### src/rtl/paddle_kbd_pkg.sv
`default_nettype none
// ============================================================================
// Module   : paddle_kbd_pkg
// Brief    : Scan-code constants, decoder state type and frame helper shared
//            by the PS/2 receiver and the paddle key decoder.
// Revision : 1.0 - initial release
// ============================================================================
package paddle_kbd_pkg;

  // Set-2 scan codes the game reacts to
  localparam logic [7:0] SC_W     = 8'h1D;
  localparam logic [7:0] SC_S     = 8'h1B;
  localparam logic [7:0] SC_SPACE = 8'h29;
  localparam logic [7:0] SC_UP    = 8'h75;
  localparam logic [7:0] SC_DOWN  = 8'h72;
  localparam logic [7:0] SC_EXT   = 8'hE0;
  localparam logic [7:0] SC_BRK   = 8'hF0;
  localparam logic [7:0] SC_BAT   = 8'hAA;
  localparam logic [7:0] SC_ERR   = 8'hFC;

  // Prefix tracking: which of E0 / F0 have been seen for the current key
  typedef enum logic [1:0] {
    ST_IDLE    = 2'd0,
    ST_BRK     = 2'd1,
    ST_EXT     = 2'd2,
    ST_EXT_BRK = 2'd3
  } dec_state_e;

  // Odd parity holds when data plus parity bit carry an odd number of ones
  function automatic logic odd_parity_ok(input logic [7:0] data, input logic par);
    return ^{data, par};
  endfunction

endpackage
`default_nettype wire

### src/rtl/paddle_key_decoder_ps2_rx.sv
`default_nettype none
// ============================================================================
// Module   : ps2_rx
// Brief    : PS/2 device-to-host receiver. Synchronizes and glitch-filters the
//            PS/2 clock, shifts in 11-bit frames on filtered falling edges and
//            reports each frame as either a valid byte or a framing error.
//            A stalled frame is silently discarded after a timeout.
// Revision : 1.0 - initial release
// ============================================================================
module ps2_rx
  import paddle_kbd_pkg::*;
#(
  parameter int FILTER_LEN     = 8,
  parameter int TIMEOUT_CYCLES = 100000
) (
  input  logic       clk,
  input  logic       reset,
  input  logic       ps2_clk_i,
  input  logic       ps2_data_i,
  output logic [7:0] byte_o,
  output logic       byte_valid_o,
  output logic       frame_err_o
);

  localparam int FILT_W = $clog2(FILTER_LEN + 1);
  localparam int TMO_W  = $clog2(TIMEOUT_CYCLES + 1);
  localparam logic [3:0] STOP_IDX = 4'd10;

  logic [1:0]        clk_sync_q;
  logic [1:0]        dat_sync_q;
  logic              filt_q;
  logic              filt_prev_q;
  logic [FILT_W-1:0] filt_cnt_q;
  logic [3:0]        bit_cnt_q;
  logic [9:0]        shift_q;
  logic [TMO_W-1:0]  tmo_cnt_q;
  logic [7:0]        byte_q;
  logic              valid_q;
  logic              err_q;
  logic              fall_edge;
  logic              sample_bit;
  logic              frame_ok;

  // Two-flop synchronizers; idle-high reset value avoids a fake edge
  always_ff @(posedge clk or posedge reset) begin
    if (reset) begin
      clk_sync_q <= 2'b11;
      dat_sync_q <= 2'b11;
    end else begin
      clk_sync_q <= {clk_sync_q[0], ps2_clk_i};
      dat_sync_q <= {dat_sync_q[0], ps2_data_i};
    end
  end

  // Filtered clock only follows the pin after FILTER_LEN agreeing samples
  always_ff @(posedge clk or posedge reset) begin
    if (reset) begin
      filt_q      <= 1'b1;
      filt_prev_q <= 1'b1;
      filt_cnt_q  <= '0;
    end else begin
      filt_prev_q <= filt_q;
      if (clk_sync_q[1] == filt_q) begin
        filt_cnt_q <= '0;
      end else if (filt_cnt_q == FILT_W'(FILTER_LEN - 1)) begin
        filt_q     <= clk_sync_q[1];
        filt_cnt_q <= '0;
      end else begin
        filt_cnt_q <= filt_cnt_q + 1'b1;
      end
    end
  end

  assign fall_edge  = filt_prev_q & ~filt_q;
  assign sample_bit = dat_sync_q[1];

  // shift_q[0] is the start bit, [8:1] the data, [9] the parity once ten
  // bits are in; the stop bit is the live sample at the eleventh edge.
  assign frame_ok = ~shift_q[0] & odd_parity_ok(shift_q[8:1], shift_q[9]) & sample_bit;

  // Frame assembly, end-of-frame verdict and mid-frame stall timeout
  always_ff @(posedge clk or posedge reset) begin
    if (reset) begin
      bit_cnt_q <= '0;
      shift_q   <= '0;
      tmo_cnt_q <= '0;
      byte_q    <= '0;
      valid_q   <= 1'b0;
      err_q     <= 1'b0;
    end else begin
      valid_q <= 1'b0;
      err_q   <= 1'b0;
      if (fall_edge) begin
        tmo_cnt_q <= '0;
        if (bit_cnt_q == STOP_IDX) begin
          bit_cnt_q <= '0;
          if (frame_ok) begin
            valid_q <= 1'b1;
            byte_q  <= shift_q[8:1];
          end else begin
            err_q <= 1'b1;
          end
        end else begin
          shift_q   <= {sample_bit, shift_q[9:1]};
          bit_cnt_q <= bit_cnt_q + 4'd1;
        end
      end else if (bit_cnt_q != 4'd0) begin
        if (tmo_cnt_q == TMO_W'(TIMEOUT_CYCLES - 1)) begin
          bit_cnt_q <= '0;
          tmo_cnt_q <= '0;
        end else begin
          tmo_cnt_q <= tmo_cnt_q + 1'b1;
        end
      end else begin
        tmo_cnt_q <= '0;
      end
    end
  end

  assign byte_o       = byte_q;
  assign byte_valid_o = valid_q;
  assign frame_err_o  = err_q;

endmodule
`default_nettype wire

### src/rtl/paddle_key_decoder.sv
`default_nettype none
// ============================================================================
// Module   : paddle_key_decoder
// Brief    : PS/2 keyboard to paddle commands. Tracks make/break (and
//            E0-extended) scan codes into held-key flags and drives per-player
//            up/down levels plus a start pulse on a fresh Space press.
// Revision : 1.0 - initial release
// ============================================================================
module paddle_key_decoder
  import paddle_kbd_pkg::*;
#(
  parameter int FILTER_LEN     = 8,
  parameter int TIMEOUT_CYCLES = 100000
) (
  input  logic clk,
  input  logic reset,
  input  logic ps2_clk,
  input  logic ps2_data,
  output logic p1_up,
  output logic p1_down,
  output logic p2_up,
  output logic p2_down,
  output logic start_pulse,
  output logic frame_err
);

  logic [7:0] rx_byte;
  logic       rx_valid;
  logic       rx_err;

  dec_state_e state_q;
  logic       w_q;
  logic       s_q;
  logic       space_q;
  logic       up_q;
  logic       dn_q;
  logic       space_prev_q;
  logic       p1_up_q;
  logic       p1_down_q;
  logic       p2_up_q;
  logic       p2_down_q;
  logic       start_q;
  logic       frame_err_q;

  ps2_rx #(
    .FILTER_LEN     (FILTER_LEN),
    .TIMEOUT_CYCLES (TIMEOUT_CYCLES)
  ) u_rx (
    .clk          (clk),
    .reset        (reset),
    .ps2_clk_i    (ps2_clk),
    .ps2_data_i   (ps2_data),
    .byte_o       (rx_byte),
    .byte_valid_o (rx_valid),
    .frame_err_o  (rx_err)
  );

  // Prefix FSM and held-key flags; a bad frame drops any pending prefix
  always_ff @(posedge clk or posedge reset) begin
    if (reset) begin
      state_q <= ST_IDLE;
      w_q     <= 1'b0;
      s_q     <= 1'b0;
      space_q <= 1'b0;
      up_q    <= 1'b0;
      dn_q    <= 1'b0;
    end else if (rx_err) begin
      state_q <= ST_IDLE;
    end else if (rx_valid) begin
      if (rx_byte == SC_EXT) begin
        state_q <= ST_EXT;
      end else if (rx_byte == SC_BRK) begin
        case (state_q)
          ST_EXT, ST_EXT_BRK: state_q <= ST_EXT_BRK;
          default:            state_q <= ST_BRK;
        endcase
      end else begin
        state_q <= ST_IDLE;
        case (state_q)
          ST_IDLE: begin
            case (rx_byte)
              SC_W:     w_q     <= 1'b1;
              SC_S:     s_q     <= 1'b1;
              SC_SPACE: space_q <= 1'b1;
              SC_BAT, SC_ERR: begin
                w_q     <= 1'b0;
                s_q     <= 1'b0;
                space_q <= 1'b0;
                up_q    <= 1'b0;
                dn_q    <= 1'b0;
              end
              default: ;
            endcase
          end
          ST_BRK: begin
            case (rx_byte)
              SC_W:     w_q     <= 1'b0;
              SC_S:     s_q     <= 1'b0;
              SC_SPACE: space_q <= 1'b0;
              default: ;
            endcase
          end
          ST_EXT: begin
            case (rx_byte)
              SC_UP:   up_q <= 1'b1;
              SC_DOWN: dn_q <= 1'b1;
              default: ;
            endcase
          end
          ST_EXT_BRK: begin
            case (rx_byte)
              SC_UP:   up_q <= 1'b0;
              SC_DOWN: dn_q <= 1'b0;
              default: ;
            endcase
          end
          default: ;
        endcase
      end
    end
  end

  // Registered outputs; opposing keys cancel, Space pulses on its rising flag
  always_ff @(posedge clk or posedge reset) begin
    if (reset) begin
      space_prev_q <= 1'b0;
      p1_up_q      <= 1'b0;
      p1_down_q    <= 1'b0;
      p2_up_q      <= 1'b0;
      p2_down_q    <= 1'b0;
      start_q      <= 1'b0;
      frame_err_q  <= 1'b0;
    end else begin
      space_prev_q <= space_q;
      p1_up_q      <= w_q & ~s_q;
      p1_down_q    <= s_q & ~w_q;
      p2_up_q      <= up_q & ~dn_q;
      p2_down_q    <= dn_q & ~up_q;
      start_q      <= space_q & ~space_prev_q;
      frame_err_q  <= rx_err;
    end
  end

  assign p1_up       = p1_up_q;
  assign p1_down     = p1_down_q;
  assign p2_up       = p2_up_q;
  assign p2_down     = p2_down_q;
  assign start_pulse = start_q;
  assign frame_err   = frame_err_q;

endmodule
`default_nettype wire

### config.mk
export PLATFORM = sky130hd
export DESIGN_NAME = paddle_key_decoder
export DESIGN_NICKNAME = d
export VERILOG_FILES = /design/src/rtl/paddle_kbd_pkg.sv /design/src/rtl/paddle_key_decoder_ps2_rx.sv /design/src/rtl/paddle_key_decoder.sv
export SDC_FILE = /design/constraint.sdc
export NUM_CORES = 1
export LEC_CHECK = 0
export BUFFER_PORTS_ARGS = -buffer_cell sky130_fd_sc_hd__buf_2
export CAP_MARGIN = 40
export CORE_UTILIZATION = 50
export DETAILED_ROUTE_END_ITERATION = 12
export PLACE_DENSITY = 0.66
export SLEW_MARGIN = 20
export SYNTH_ARGS = -nofsm -noshare
export SYNTH_HDL_FRONTEND = slang
export SYNTH_SLANG_ARGS = --single-unit
### constraint.sdc
create_clock -name clk -period 2.2 [get_ports clk]
set_input_delay 0.44 -clock clk [delete_from_list [all_inputs] [get_ports clk]]
set_output_delay 0.44 -clock clk [all_outputs]
set_load 0.005 [all_outputs]
==> impl_metrics.ini <==
[synth]
ys_ff_latch = 65
yosysTopAreaCell = dfrtp_1
yosysWarnings = 0
netlist_top_cells_area = dfrtp_1 49%, dfstp_2 5.3%, nand2_1 5.3%, mux2_2 3.4%, nor2_1 3.1%
syn_inst = 274
ys_seq_area_share_pct = 54.5
synth-edff-count = 0
synth_top_area_share_pct = 49.2
synth_area_um2 = 3000
avgSynthCellArea_um2 = 10.9
synth_top_family_by_area = simple AND/OR/NAND/NOR gates
synthSimpleGateAreaFrac_pct = 24.0
synth-xor-area-share_pct = 7.05
ys_types = 47
synth_fa_ha_area_share_pct = 2.09
ys.flop_type = dfrtp_1
ys_async_sr_fraction_pct = 100
synth_compound_area_share_pct = 7.13
synth.net_count = 283
muxShareOfSynthArea_pct = 4.13

[floorplan]
die_w_um = 79.5
pin_count = 10
die_area_um2 = 6310
num_rows = 27
floorplan.initialDensity_pct = 53.2
core_um2 = 5640
die_h_um = 79.5

[final_layout]
layout_common_cells = 59 x dfrtp_1, 42 x nand2_1, 25 x nor2_1
drive_gt1_share_pct = 17.3
num_antenna_cells = 0
fin_util_pct = 59.1
postLayoutCellArea_um2 = 3340
syn2layout_area_growth_pct = 11.3
final_nets = 306
final_common_cell = dfrtp_1
num-fill-cells = 479

[sta]
setup_viol = 0
final_max_slew_viol_count = 0
final.setup.tns_ps = 0
worst_pin_slew_ps = 477
period_share_pct = 94.2
finalHoldViolCount = 0
setup_slack_ps = 128
fin_worst_skew_ps = 3.89
fin_hold_ws_ps = 117
slew_headroom_pct = 68.2
max_freq_ghz = 0.483
period_minus_slack_ps = 2070
grt_setup_unrepaired = false

[clocking]
cts_buffers = 9
clk_pin_slew_ps = 70
clock_sinks = 65
clk_latency_ps = 330
cts_tree = yes
clockRootBuffer = clkbuf_8
htree_levels = 3
clockBufferDepth = 2
hold_buffers = 0

[placed_design]
port_buffers = 9
pre_cts_slack_ps = 136
placed_area_um2 = 3180
dpl.hpwl_um = 3550
gp_congestion = 0.774

[route]
wl_met1_um = 2600
dr.pass1.iters = 4
postRouteWirelength_um = 4990
dr_wl_met2_um = 2160
viasPerCell = 5.36
via_count = 1994
drtIter0Drc = 96
wl_met3_um = 129
drt.antenna.violating_nets = 0
drcViolationCount = 0
top_layer = met4
wl_per_cell_um = 13.4

[global_route]
grt_max_degree = 23
grt_overflow_total = 0
grt_pass1_wl_um = 8750
antenna_found_initial = 0
grt_pass1_vias = 1886
grtUsageTotal_pct = 18.3

[status]
status = finished, final reports clean

[power]
p_per_area_nw_per_um2 = 873
irDropWorstVdd_mv = 0.532
p_leak_nw = 1.56

[flow_run]
max_cap_viol_count = 0

[critical_path]
critical_path.endpoint_type = flip-flop
required_ps = 2420
regToRegStartpoint = u_rx.byte_o[6]$_DFFE_PP0P_
arrival_ps = 2290
critPathKind = flip-flop to flip-flop
worst-path-max-fanout = 6
setup.worst_path.start_class = flip-flop
crit_chain = or4b_4 > a2111oi_4 > a31oi_1 > a221o_1
slowest_delay_ps = 580
worst_path_max_delay_cell = or4b_4
crit_path_start = u_rx.byte_o[6]$_DFFE_PP0P_

[worst_hold_path]
holdCritPathClass = primary input to asynchronous set/reset pin
metrics by stage:
step           total power, mW  cells
6_report                  2.91    372
2_1_floorplan             1.94    274
5_1_grt                   3.11    372
4_1_cts                   2.95    372
3_3_place_gp              2.11    358
3_5_place_dp              2.12    358
cells in the mapped netlist, drive strengths merged (2+ instances only):
cell / instances
nor4: 3
and4: 3
inv: 6
a21oi: 3
nand2: 42
nor4bb: 2
xnor2: 10
nand2b: 5
o21ai: 7
nor4b: 3
nor2: 25
a22o: 4
or3: 4
nor2b: 13
and3: 3
and2: 2
nor3b: 2
dfrtp: 59
xor2: 9
ha: 5
nor3: 6
mux2: 9
dfstp: 6
a21o: 3
nand4: 6
nand3: 11
clkbuf: 3
xnor3: 2
kinds of logic after synthesis:
logic type      after synthesis
xor+xnor                     21
fa+ha+maj                     5
mux                          10
simple gates                137
compound gates               27
flops                        65
buf+inv                       9
layout make-up:
type                            instances  area (um2)  area share (%)
Sequential cell                        65        1630            49.0
Multi-Input combinational cell        200        1340            40.1
Clock buffer                           10         128            3.82
Timing Repair Buffer                   15         103            3.07
Tap cell                               72        90.1            2.70
Clock inverter                          4        22.5           0.675
Inverter                                6        22.5           0.675
final timing paths:
kind                                                end  slack, ps  cells past startpoint
max                                    up_q$_DFFE_PP0P_        130                      4
min                        u_rx.filt_cnt_q[0]$_DFF_PP0_        120                      2
max reg2reg                            up_q$_DFFE_PP0P_        130                      4
min reg2reg                u_rx.clk_sync_q[1]$_DFF_PP1_        360                      0
max in group asynchronous  u_rx.clk_sync_q[0]$_DFF_PP1_       1490                      3
min in group clk           u_rx.dat_sync_q[0]$_DFF_PP1_        200                      1
report_power, final:
| part | internal (mW) | switching, mW | total (mW) | leakage [nW] |
|---|---|---|---|---|
| clock | 0.390 | 0.425 | 0.815 | 0.0778 |
| sequential | 1.33 | 0.123 | 1.45 | 0.877 |
| combinational | 0.275 | 0.369 | 0.644 | 0.602 |
state kept, by name, summed over array words and instances, names as in the netlist, 2 cells and up:
name / flops
u_rx.shift_q: 10
u_rx.clk_sync_q: 2
u_rx.filt_cnt_q: 4
u_rx.byte_o: 8
state_q: 2
u_rx.dat_sync_q: 2
u_rx.tmo_cnt_q: 17
u_rx.bit_cnt_q: 4
worst max-delay path, delay by kind of cell, from the launching register on:
| family | cells | cell delay (ps) |
|---|---|---|
| compound gates | 3 | 950 |
| simple gates | 1 | 580 |
| flops | 1 | 420 |
routing by layer:
metal,up-vias,GRT usage (%)
met4,0,9.27
met5,-,0
met1,956,25.0
met2,29,27.4
met3,10,4.11
li1,999,-
what timing repair did:
action	in CTS	in global routing
gates resized for setup	0	1
buffers inserted	0	0
setup endpoints to repair	0	7
Note: power is estimated with default switching activity, not from simulation.
